**config.mk**
```make
export PLATFORM = sky130hd
export DESIGN_NAME = div_unit
export DESIGN_NICKNAME = d
export VERILOG_FILES = /design/src/rtl/div_pkg.sv /design/src/rtl/div_step.sv /design/src/rtl/div_unit.sv
export SDC_FILE = /design/constraint.sdc
export NUM_CORES = 1
export LEC_CHECK = 0
export BUFFER_PORTS_ARGS = -buffer_cell sky130_fd_sc_hd__buf_2
export CORE_ASPECT_RATIO = 1.75
export CORE_MARGIN = 2
export CORE_UTILIZATION = 40
export DETAILED_ROUTE_END_ITERATION = 8
export PLACE_DENSITY = 0.68
export RECOVER_POWER = 25
export SYNTH_ARGS = -nofsm -noshare
export SYNTH_HDL_FRONTEND = slang
export SYNTH_SLANG_ARGS = --single-unit
export TNS_END_PERCENT = 50
```
**constraint.sdc**
```tcl
create_clock -name clk -period 6.9 [get_ports clk]
set_input_delay 0.345 -clock clk [delete_from_list [all_inputs] [get_ports clk]]
set_output_delay 0.345 -clock clk [all_outputs]
set_load 0.03 [all_outputs]
```
**src/rtl/div_pkg.sv**
```systemverilog
// Shared types and sizing for the multicycle restoring divider.
package div_pkg;

  localparam int unsigned DIV_WIDTH = 32;

  typedef enum logic [1:0] {
    IDLE = 2'd0,
    CALC = 2'd1,
    FIX  = 2'd2
  } div_state_e;

  // Iteration counter must hold values up to WIDTH.
  function automatic int unsigned div_cnt_w(input int unsigned width);
    return $clog2(width + 1);
  endfunction

endpackage

```
**src/rtl/div_step.sv**
```systemverilog
// One restoring shift-subtract iteration: produces one quotient bit.
module div_step #(
  parameter int unsigned WIDTH = 32
) (
  input  logic [WIDTH-1:0] rem_i,
  input  logic [WIDTH-1:0] quo_i,
  input  logic [WIDTH-1:0] dvs_i,
  output logic [WIDTH-1:0] rem_o,
  output logic [WIDTH-1:0] quo_o
);

  logic [WIDTH:0] shifted;
  logic [WIDTH:0] diff;

  // The extra top bit holds the bit shifted out of rem; diff[WIDTH] is the borrow.
  assign shifted = {rem_i, quo_i[WIDTH-1]};
  assign diff    = shifted - {1'b0, dvs_i};

  assign rem_o = diff[WIDTH] ? shifted[WIDTH-1:0] : diff[WIDTH-1:0];
  assign quo_o = {quo_i[WIDTH-2:0], ~diff[WIDTH]};

endmodule

```
**src/rtl/div_unit.sv**
```systemverilog
// Multicycle 32-bit divider (div, optionally divu): quotient on lo, remainder on hi.
// Define DIV_UNSIGNED_EN to add the is_unsigned port for divu support.
module div_unit
  import div_pkg::*;
#(
  parameter int unsigned WIDTH = DIV_WIDTH
) (
  input  logic             clk,
  input  logic             reset,
  input  logic             start,
`ifdef DIV_UNSIGNED_EN
  input  logic             is_unsigned,
`endif
  input  logic [WIDTH-1:0] a_in,
  input  logic [WIDTH-1:0] b_in,
  output logic             busy,
  output logic             done,
  output logic             div_zero,
  output logic [WIDTH-1:0] hi,
  output logic [WIDTH-1:0] lo
);

  localparam int unsigned CNT_W = div_cnt_w(WIDTH);

  div_state_e       state_q, state_d;
  logic [CNT_W-1:0] count_q, count_d;
  logic [WIDTH-1:0] rem_q, rem_d;
  logic [WIDTH-1:0] quo_q, quo_d;
  logic [WIDTH-1:0] dvs_q, dvs_d;
  logic             neg_quo_q, neg_quo_d;
  logic             neg_rem_q, neg_rem_d;
  logic             busy_q, busy_d;
  logic             done_q, done_d;
  logic             dz_q, dz_d;
  logic [WIDTH-1:0] hi_q, hi_d;
  logic [WIDTH-1:0] lo_q, lo_d;

  logic             signed_op;
  logic             a_neg, b_neg;
  logic [WIDTH-1:0] step_rem, step_quo;

`ifdef DIV_UNSIGNED_EN
  assign signed_op = ~is_unsigned;
`else
  assign signed_op = 1'b1;
`endif

  assign a_neg = signed_op & a_in[WIDTH-1];
  assign b_neg = signed_op & b_in[WIDTH-1];

  div_step #(.WIDTH(WIDTH)) u_step (
    .rem_i (rem_q),
    .quo_i (quo_q),
    .dvs_i (dvs_q),
    .rem_o (step_rem),
    .quo_o (step_quo)
  );

  always_comb begin
    state_d   = state_q;
    count_d   = count_q;
    rem_d     = rem_q;
    quo_d     = quo_q;
    dvs_d     = dvs_q;
    neg_quo_d = neg_quo_q;
    neg_rem_d = neg_rem_q;
    busy_d    = busy_q;
    done_d    = 1'b0;
    dz_d      = 1'b0;
    hi_d      = hi_q;
    lo_d      = lo_q;
    unique case (state_q)
      IDLE: begin
        if (start) begin
          if (b_in == WIDTH'(0)) begin
            dz_d = 1'b1;
          end else begin
            // Work on magnitudes; signs are reapplied in FIX.
            neg_rem_d = a_neg;
            neg_quo_d = a_neg ^ b_neg;
            quo_d     = a_neg ? (WIDTH'(0) - a_in) : a_in;
            dvs_d     = b_neg ? (WIDTH'(0) - b_in) : b_in;
            rem_d     = WIDTH'(0);
            count_d   = CNT_W'(0);
            busy_d    = 1'b1;
            state_d   = CALC;
          end
        end
      end
      CALC: begin
        rem_d   = step_rem;
        quo_d   = step_quo;
        count_d = count_q + CNT_W'(1);
        if (count_q == CNT_W'(WIDTH - 1)) begin
          state_d = FIX;
        end
      end
      FIX: begin
        lo_d    = neg_quo_q ? (WIDTH'(0) - quo_q) : quo_q;
        hi_d    = neg_rem_q ? (WIDTH'(0) - rem_q) : rem_q;
        done_d  = 1'b1;
        busy_d  = 1'b0;
        state_d = IDLE;
      end
      default: begin
        state_d = IDLE;
      end
    endcase
  end

  always_ff @(posedge clk or posedge reset) begin
    if (reset) begin
      state_q   <= IDLE;
      count_q   <= CNT_W'(0);
      rem_q     <= WIDTH'(0);
      quo_q     <= WIDTH'(0);
      dvs_q     <= WIDTH'(0);
      neg_quo_q <= 1'b0;
      neg_rem_q <= 1'b0;
      busy_q    <= 1'b0;
      done_q    <= 1'b0;
      dz_q      <= 1'b0;
      hi_q      <= WIDTH'(0);
      lo_q      <= WIDTH'(0);
    end else begin
      state_q   <= state_d;
      count_q   <= count_d;
      rem_q     <= rem_d;
      quo_q     <= quo_d;
      dvs_q     <= dvs_d;
      neg_quo_q <= neg_quo_d;
      neg_rem_q <= neg_rem_d;
      busy_q    <= busy_d;
      done_q    <= done_d;
      dz_q      <= dz_d;
      hi_q      <= hi_d;
      lo_q      <= lo_d;
    end
  end

  assign busy     = busy_q;
  assign done     = done_q;
  assign div_zero = dz_q;
  assign hi       = hi_q;
  assign lo       = lo_q;

endmodule

```
* Word-level counts from Yosys, hierarchy flattened
Index checks and enable logic that the tools add are counted.
** Cells by class
- Add/subtract/negate cells :: 6
- Bitwise logic cells :: 3
- Eq/ne operators :: 6
- Muxes and demuxes :: 25
- Reductions and logical operators :: 8
** Operators by type and width (number)
- two-way mux 32 bit :: 9
- one-hot mux 32 bit (2 select lines) :: 2
- subtractor 1 x 32 -> 32 bit (first input constant) :: 4
- subtractor 33 x 32 -> 33 bit :: 1
- zero test 32 bit :: 1
- two-way mux 6 bit :: 2
- one-hot mux 6 bit (2 select lines) :: 1
- AND reduction 3 bit :: 4
- adder 6 x 1 -> 6 bit (second input constant) :: 1
- == test 6 x 5 -> 1 bit (second input constant) :: 1
- two-way mux 1 bit :: 6
- two-way mux 2 bit :: 3
- inequality test 2 bit (second input constant) :: 3
- one-hot mux 2 bit (2 select lines) :: 1
- nonzero test 2 bit :: 2
- == test 2 x 1 -> 1 bit (second input constant) :: 1
- == test 2 bit (second input constant) :: 1
- zero test 2 bit :: 1
- NOT 1 bit :: 2
- one-hot mux 1 bit (2 select lines) :: 1
- XOR 1 bit :: 1
** Word-level totals
- Bits in registers :: 173
- Word-level logic and storage cells :: 60
- Output and inout port bits :: 67
- Bits of input ports :: 67

* Logic depth before layout (Yosys ltp)
Gate-level depths: netlist of the first run.
- Word-level depth :: 5
- Mapped depth :: 14
- Depth with buffers taken out :: 12

* Modules after synthesis
Synthesis of the first run repeated with hierarchy kept, for this count alone.
** Second synthesis, totals
- Cells, all modules :: 1300
- Area, all modules :: 11584.9 µm²
** Modules (own cells, without submodules)
- div_unit :: times used 1, sequential area each 4329.2 µm², area an instance 9096.2 µm², cells an instance 958
- div_step :: times used 1, sequential area each 0.0 µm², area an instance 2488.6 µm², cells an instance 342

* Least setup slack after synthesis of the first run
No wires, ideal clock.
- Path type :: register -> register
- Start point :: register rem_q[6]
- End point :: register hi_q[30], in the netlist hi[30]
- Path buffers :: 0
- Required time :: 6767 ps
- Period minus slack after synthesis :: 3471 ps
- Data arrival time :: 3337 ps
- Cell stages (with the launch flop) :: 10
- Setup slack :: 3429 ps
- Library setup time :: 133 ps
- Cell sequence :: dfrtp_1 > or4_1 > nor4_1 > or4b_1 > or4_1 > or4_1 > nand2b_1 > o31ai_1 > xor2_1 > o21ai_0
** Between the ends
- Word-level cells in the longest chain between the ends :: 2
** Ends and longest elaborated chain
- from (decl) :: RTL line div_unit.sv:27 : logic [WIDTH-1:0] rem_q, rem_d;
- from (signal assigned) :: RTL line div_unit.sv:128 : rem_q <= rem_d;
- subtractor 1 x 32 -> 32 bit :: RTL line div_unit.sv:100 : hi_d = neg_rem_q ? (WIDTH'(0) - rem_q) : rem_q;
- two-way mux 32 bit :: RTL line div_unit.sv:100
- to (signal assigned) :: RTL line div_unit.sv:136 : hi_q <= hi_d;
- to (decl) :: RTL line div_unit.sv:35 : logic [WIDTH-1:0] hi_q, hi_d;
No other way between the ends.
A chain may end at the register's enable or synchronous reset.

* Worst setup path in the final report of the first run
- Start point :: register quo_q[31]
- End point :: register quo_q[0]
** Between the ends
- Word-level cells in the longest chain between the ends :: 3
** Ends and longest elaborated chain
- from (decl) :: RTL line div_unit.sv:28 : logic [WIDTH-1:0] quo_q, quo_d;
- from (signal assigned) :: RTL line div_unit.sv:129 : quo_q <= quo_d;
- subtractor 33 x 32 -> 33 bit :: RTL line div_step.sv:17 : assign diff = shifted - {1'b0, dvs_i};
- NOT 1 bit :: RTL line div_step.sv:20 : assign quo_o = {quo_i[WIDTH-2:0], ~diff[WIDTH]};
- one-hot mux 32 bit (2 select lines) :: RTL line div_unit.sv:72 : unique case (state_q)
No other way between the ends.

==> flow_metrics.py, run 1 <==
metrics = {
    "worst_setup_path": {
        "cp-start-kind": "flip-flop",
        "cp_slowest_stage_delay_ps": 800,
        "reg2reg_to": "quo_q[0]$_DFFE_PP0P_",
        "crit_arrival_ps": 4380,
        "path_max_fanout": 50,
        "crit_end": "quo_q[0]$_DFFE_PP0P_",
        "critPathKind": "reg -> reg",
        "setup.worst_path.start": "quo_q[31]$_DFFE_PP0P_",
        "reg2reg_from": "quo_q[31]$_DFFE_PP0P_",
        "crit_path_cell_trace": "inv_1 > ha_1 > fa_1 > nor2b_1 > o31ai_1 > a31oi_1 > o311ai_0 > nor4bb_1 > or4_1 > buf_4 > or2_2 > a21oi_1 > a21o_1",
        "end_kind": "flip-flop",
        "reg2reg_depth": 13,
        "crit_required_ps": 7230,
        "cp_slowest_cell": "o311ai_0",
        "rrSetupSlack_ps": 2850,
    },
    "clocking": {
        "cts_hold_buffers": 0,
        "clk_latency_ps": 440,
        "clk_pin_slew_ps": 60,
        "cts_root_buf": "clkbuf_16",
        "cts_resized": 0,
        "clockBufferDepth": 2,
        "cts_tree": "yes",
        "cts_buffers": 17,
        "h-tree-depth": 4,
        "cts_setup_buffers": 0,
        "cts.sinks": 173,
    },
    "logic_synthesis": {
        "synth_cells": 1284,
        "synth_enable_flop_cells": 0,
        "syn_avg_cell_area_um2": 8.48,
        "synth_commonest_cells": "o21ai_0, nand2_1, dfrtp_1",
        "ys_ff_latch": 173,
        "synth.most_common_cell": "o21ai_0",
        "ys_types": 61,
        "ys_async_sr_fraction": 1.00,
        "synth_top_area_frac": 0.397,
        "yosysTopAreaCell": "dfrtp_1",
        "ys_warn_count": 0,
        "syn_area_mm2": 0.0109,
        "synth_ff_type": "dfrtp_1",
        "ys_top_cells_by_area": "dfrtp_1, o21ai_0, xor2_1",
        "synth_seq_area_share": 0.397,
        "syn_nets": 1389,
    },
    "status": {
        "violations": "capacitance limit, slew limit",
        "status": "finished with violations",
    },
    "final_layout": {
        "fin_nets": 1481,
        "layout-drive-gt1-share": 0.138,
        "syn2layout_area_growth_pct": 13.5,
        "nFillCells": 2597,
        "stdcell_count": 1713,
        "n_antenna_cell": 0,
    },
    "timing": {
        "worstMarginPinSlew_ps": 4490,
        "drv_slew": 104,
        "rsz0062_at_grt": "no",
        "maxClockFrequency_mhz": 247,
        "setup_tns_ps": 0,
        "period_share": 0.587,
        "hold_viol": 0,
        "finalSetupViolCount": 0,
        "maxSlewHeadroom": -2.01,
        "finalClockSkew_ps": 6.31,
        "period_needed_ps": 4050,
        "fin_hold_ws_ps": 216,
    },
    "grt": {
        "grt_overflow": 0,
        "grt_pass1_vias": 8921,
        "grt_util_met2": 0.345,
        "antenna_found_initial": 0,
        "grtUsageTotal": 0.190,
        "use_met3": 0.0373,
        "top_usage_layer": "met2",
        "grt_max_degree": 122,
        "met1_usage": 0.214,
        "grt_pass1_wl_mm": 43.9,
    },
    "power": {
        "peakVddDrop_mv": 0.217,
        "leakage_nw": 5.71,
        "pwr_density_cell_mw_per_mm2": 456,
    },
    "route": {
        "drt-initial-drc-count": 446,
        "totalWireLength_mm": 26.9,
        "wire_per_inst_um": 15.7,
        "ant_nets": 0,
        "drcViolationCount": 0,
        "num_vias": 9297,
        "drt-vias-per-instance": 5.43,
        "first_pass_iters": 5,
    },
    "place": {
        "dp.cells": 1681,
        "io_buffers": 133,
        "gp_congestion": 0.890,
        "dpl.hpwl_mm": 19.9,
    },
    "min_path": {
        "hp-class": "in -> reg",
    },
    "floorplanning": {
        "core-area_mm2": 0.0267,
        "die_h_um": 222,
        "rows": 79,
        "die_area_mm2": 0.0286,
        "start_util": 0.408,
        "die_x_um": 129,
        "ios": 134,
    },
    "job": {
        "drv_cap": 1,
    },
}
through the flow:
stage	area, µm²	utilization	total power, W	setup slack [ps]
final	12400	0.463	0.00563	2850
after global routing	12400	0.463	0.00612	2440
after CTS	12400	0.463	0.00566	2800
after detailed placement	11800	0.441	0.00469	2600
after global placement	11800	0.441	0.00460	2660
after floorplan	10900	-	0.00398	1870
flip-flops by register name (all words and copies together), names as in the netlist:
name,flops
count_q,6
state_q,2
neg_quo_q,1
div_zero,1
quo_q,32
neg_rem_q,1
dvs_q,32
lo,32
hi,32
rem_q,32
done,1
busy,1
how the worst min path moves through the flow:
| stage | from | endpoint | cells past startpoint |
|---|---|---|---|
| after floorplan | count_q[5]$_DFFE_PP0P_ | state_q[1]$_DFFE_PP0P_ | 1 |
| after global placement | lo[8]$_DFFE_PP0P_ | lo[8]$_DFFE_PP0P_ | 2 |
| after detailed placement | lo[18]$_DFFE_PP0P_ | lo[18]$_DFFE_PP0P_ | 2 |
| after CTS | reset | hi[3]$_DFFE_PP0P_ | 2 |
| after global routing | b_in[0] | dvs_q[0]$_DFFE_PP0P_ | 2 |
| final | b_in[0] | dvs_q[0]$_DFFE_PP0P_ | 2 |
cells by family (layout without fill, tap and decap cells):
kind of cell | count (synthesis) | count (layout) | share of synthesized area
AO/OA/AOI/OAI | 405 | 405 | 0.218
flip-flops | 173 | 173 | 0.397
AND/OR/NAND/NOR | 391 | 391 | 0.167
adder cells (fa/ha/maj) | 38 | 38 | 0.0443
multiplexers | 12 | 12 | 0.0114
XOR/XNOR | 148 | 148 | 0.119
buffers and inverters | 117 | 222 | 0.0428
worst max-delay path, delay by kind of cell (launching register included):
kind,cells,cell delay [ps]
buffers and inverters,2,510
AO/OA/AOI/OAI,5,1590
adder cells (fa/ha/maj),2,390
flip-flops,1,450
AND/OR/NAND/NOR,4,990
placed cells by master, fill, tap and decap left out, types with 3 or more instances in the layout:
master and n:
o21ai_0 193, nand2_1 186, dfrtp_1 173, buf_2 131, xor2_1 98, a21oi_1 90
nor2_1 73, xnor2_1 50, inv_1 48, ha_1 37, o31ai_1 33, nor3_1 20
or3_1 18, a21o_1 18, o41ai_1 17, clkbuf_16 17, nand2b_1 16, or4_1 14
nand3_1 10, or2_2 10, a32oi_1 10, mux2i_1 9, nor2b_1 8, nor4_1 7
o21ai_1 7, o211ai_1 7, clkbuf_1 7, buf_4 7, nand4_1 6, a31oi_1 6
clkbuf_8 4, a21boi_0 3, o21bai_1 3, mux2_2 3, and4_1 3, o21a_1 3
clkinv_2 3
per-layer routing:
layer	routed length [µm]	vias up
li1	-	4694
met1	11000	4354
met2	14100	202
met3	1060	47
met4	732	0
met5	0	-
power breakdown:
part	total (W)	internal, W	leakage, nW	switching, W
clock network	0.000956	0.000570	0.284	0.000386
logic	0.00292	0.00120	3.18	0.00171
registers	0.00176	0.00137	2.25	0.000392
total	0.00563	0.00314	5.71	0.00249
cell type report:
cell class,count,area [µm²],area share
multi-input combinational,994,6140,0.497
clock buffer,26,499,0.0404
sequential,173,4330,0.350
tap,324,405,0.0328
timing repair buffer,140,716,0.0579
clock inverter,6,82.6,0.00668
inverter,50,189,0.0153
(Power assumes the default switching activity.)
==> inputs of run 2 (changes only) <==
Settings changed: PLACE_DENSITY 0.68 to 0.7.
Clock period 6.9 ns to 3.6 ns, I/O delays scaled along.
==> run 2 against run 1 <==
  * The run still ends with capacitance limit, slew limit left
  * Worst setup slack got worse by 2700 ps
  * First-iteration DRC count increased by 28%
  * Sequential power is 91% higher
  * Non-clock buffer count grew 44
  * Worst hold slack got worse by 200 ps
  * Final cell count rose by 2.6%
  * Register-to-register slack got worse by 2700 ps
  * Fmax up 17%
  * Power grew 100%
  * Combinational power up 100%
  * Largest power group unchanged
==> flow_metrics.py, run 2 (synthesized netlist as in run 1, its figures left out) <==
metrics = {
    "power": {
        "p_int_w": 0.00628,
        "p_total_w": 0.0113,
        "p_sw_frac": 0.445,
        "pwr_density_cell_mw_per_mm2": 886,
        "combPwrFrac": 0.527,
        "p_sw_w": 0.00504,
        "peakVddDrop_mv": 0.450,
        "power_frac_seq": 0.298,
        "leakage_nw": 5.72,
        "power.share.clock": 0.175,
    },
    "clocking": {
        "clockBufferDepth": 2,
        "cts_root_buf": "clkbuf_16",
        "h-tree-depth": 4,
        "cts_tree": "yes",
        "clk_pin_slew_ps": 70,
        "cts_buffers": 17,
        "cts.sinks": 173,
        "clk_latency_ps": 460,
    },
    "floorplanning": {
        "die_area_mm2": 0.0286,
        "die_h_um": 222,
        "ios": 134,
        "start_util": 0.408,
        "die_x_um": 129,
        "core-area_mm2": 0.0267,
        "rows": 79,
    },
    "worst_setup_path": {
        "path_max_fanout": 4,
        "end_kind": "flip-flop",
        "crit_arrival_ps": 3770,
        "crit_required_ps": 3910,
        "cp-start-kind": "flip-flop",
        "critPathKind": "reg -> reg",
    },
    "timing": {
        "rsz0062_at_grt": "no",
        "finalClockSkew_ps": 11.7,
        "hold_viol": 0,
        "maxSlewHeadroom": -0.288,
        "period_needed_ps": 3470,
        "fin_hold_ws_ps": 18.9,
        "finalSetupViolCount": 0,
        "maxClockFrequency_mhz": 288,
        "period_share": 0.963,
        "setup_tns_ps": 0,
        "drv_slew": 41,
        "worstMarginPinSlew_ps": 1920,
    },
    "grt": {
        "grt_pass1_vias": 9210,
        "grt_pass1_wl_mm": 45.8,
        "grt_max_degree": 73,
        "grt_overflow": 0,
        "antenna_found_initial": 0,
        "grtUsageTotal": 0.199,
    },
    "route": {
        "ant_nets": 0,
        "dr_wl_met2_mm": 14.6,
        "first_pass_iters": 5,
        "num_vias": 9589,
        "dr.max_layer_used": "met4",
        "drcViolationCount": 0,
        "met3_length_mm": 1.03,
        "totalWireLength_mm": 28.1,
        "wire_per_inst_um": 16.0,
        "wl_met1_mm": 11.5,
        "drt-initial-drc-count": 570,
        "drt-vias-per-instance": 5.46,
    },
    "final_layout": {
        "layout_common_cells": "o21ai_0, nand2_1, dfrtp_1",
        "final_common_cell": "o21ai_0",
        "stdcell_count": 1757,
        "layout-drive-gt1-share": 0.130,
        "n_antenna_cell": 0,
        "syn2layout_area_growth_pct": 17.3,
        "fin_nets": 1525,
    },
    "job": {
        "drv_cap": 1,
    },
    "place": {
        "io_buffers": 133,
        "gp_congestion": 0.868,
        "dpl.hpwl_mm": 21.4,
        "dp.cells": 1724,
    },
    "status": {
        "violations": "capacitance limit, slew limit",
        "status": "finished with violations",
    },
    "min_path": {
        "hp-class": "in -> reg",
    },
}
run 2: worst max-delay path: stages, from the launching register on:
cell and delay (ps):
dfrtp_1 380, or4_4 540, nor4_2 140, buf_4 150, or4b_1 460, or4_4 460
or4_1 450, nand2b_4 190, o31ai_4 250, xor2_1 190, o21ai_0 100
run 2: stage by stage:
| stage | area, µm² | setup WS, ps | utilization |
|---|---|---|---|
| 6_report | 12800 | 132 | 0.479 |
| 5_1_grt | 12800 | 2.29 | 0.479 |
| 4_1_cts | 12800 | 9.22 | 0.480 |
| 3_5_place_dp | 12200 | -51.5 | 0.456 |
| 3_3_place_gp | 12200 | -24.7 | 0.456 |
| 2_1_floorplan | 10900 | 129 | - |
run 2: final timing paths:
path / start / endpoint / slack (ps) / cells past startpoint
min: b_in[0] / dvs_q[0]$_DFFE_PP0P_ / 20 / 2
max: rem_q[6]$_DFFE_PP0P_ / hi[30]$_DFFE_PP0P_ / 130 / 10
min reg2reg: lo[15]$_DFFE_PP0P_ / lo[15]$_DFFE_PP0P_ / 480 / 2
min in group asynchronous: reset / done$_DFF_PP0_ / 760 / 3
max in group asynchronous: reset / lo[25]$_DFFE_PP0P_ / 1660 / 4
max reg2reg: rem_q[6]$_DFFE_PP0P_ / hi[30]$_DFFE_PP0P_ / 130 / 10
run 2: layout make-up:
| cell class | count | area (µm²) |
|---|---|---|
| Clock inverter | 15 | 194 |
| Timing Repair Buffer | 184 | 1030 |
| Clock buffer | 17 | 425 |
| Tap cell | 324 | 405 |
| Sequential cell | 173 | 4330 |
| Multi-Input combinational cell | 994 | 6190 |
| Fill cell | 2628 | 13900 |
| Inverter | 50 | 189 |
run 2: repair_timing:
item,in CTS,in global routing
buffers inserted,0,0
resized for setup,1,11
endpoints found under the setup margin,1,23
pin swaps,0,0
endpoints found under the hold margin,39,0
hold buffers,1,0
run 2: power by group through the flow:
stage	Clock, W	Sequential [W]	Combinational, W
floorplan	0	0.00339	0.00424
global placement	0	0.00334	0.00578
detailed placement	0	0.00338	0.00592
CTS	0.00202	0.00334	0.00595
global route	0.00210	0.00347	0.00668
finish	0.00198	0.00337	0.00596
run 2: metal layers:
| metal | GRT usage | up-vias |
|---|---|---|
| li1 | - | 4791 |
| met1 | 0.229 | 4516 |
| met2 | 0.356 | 221 |
| met3 | 0.0332 | 61 |
| met4 | 0.0919 | 0 |
| met5 | 0 | - |
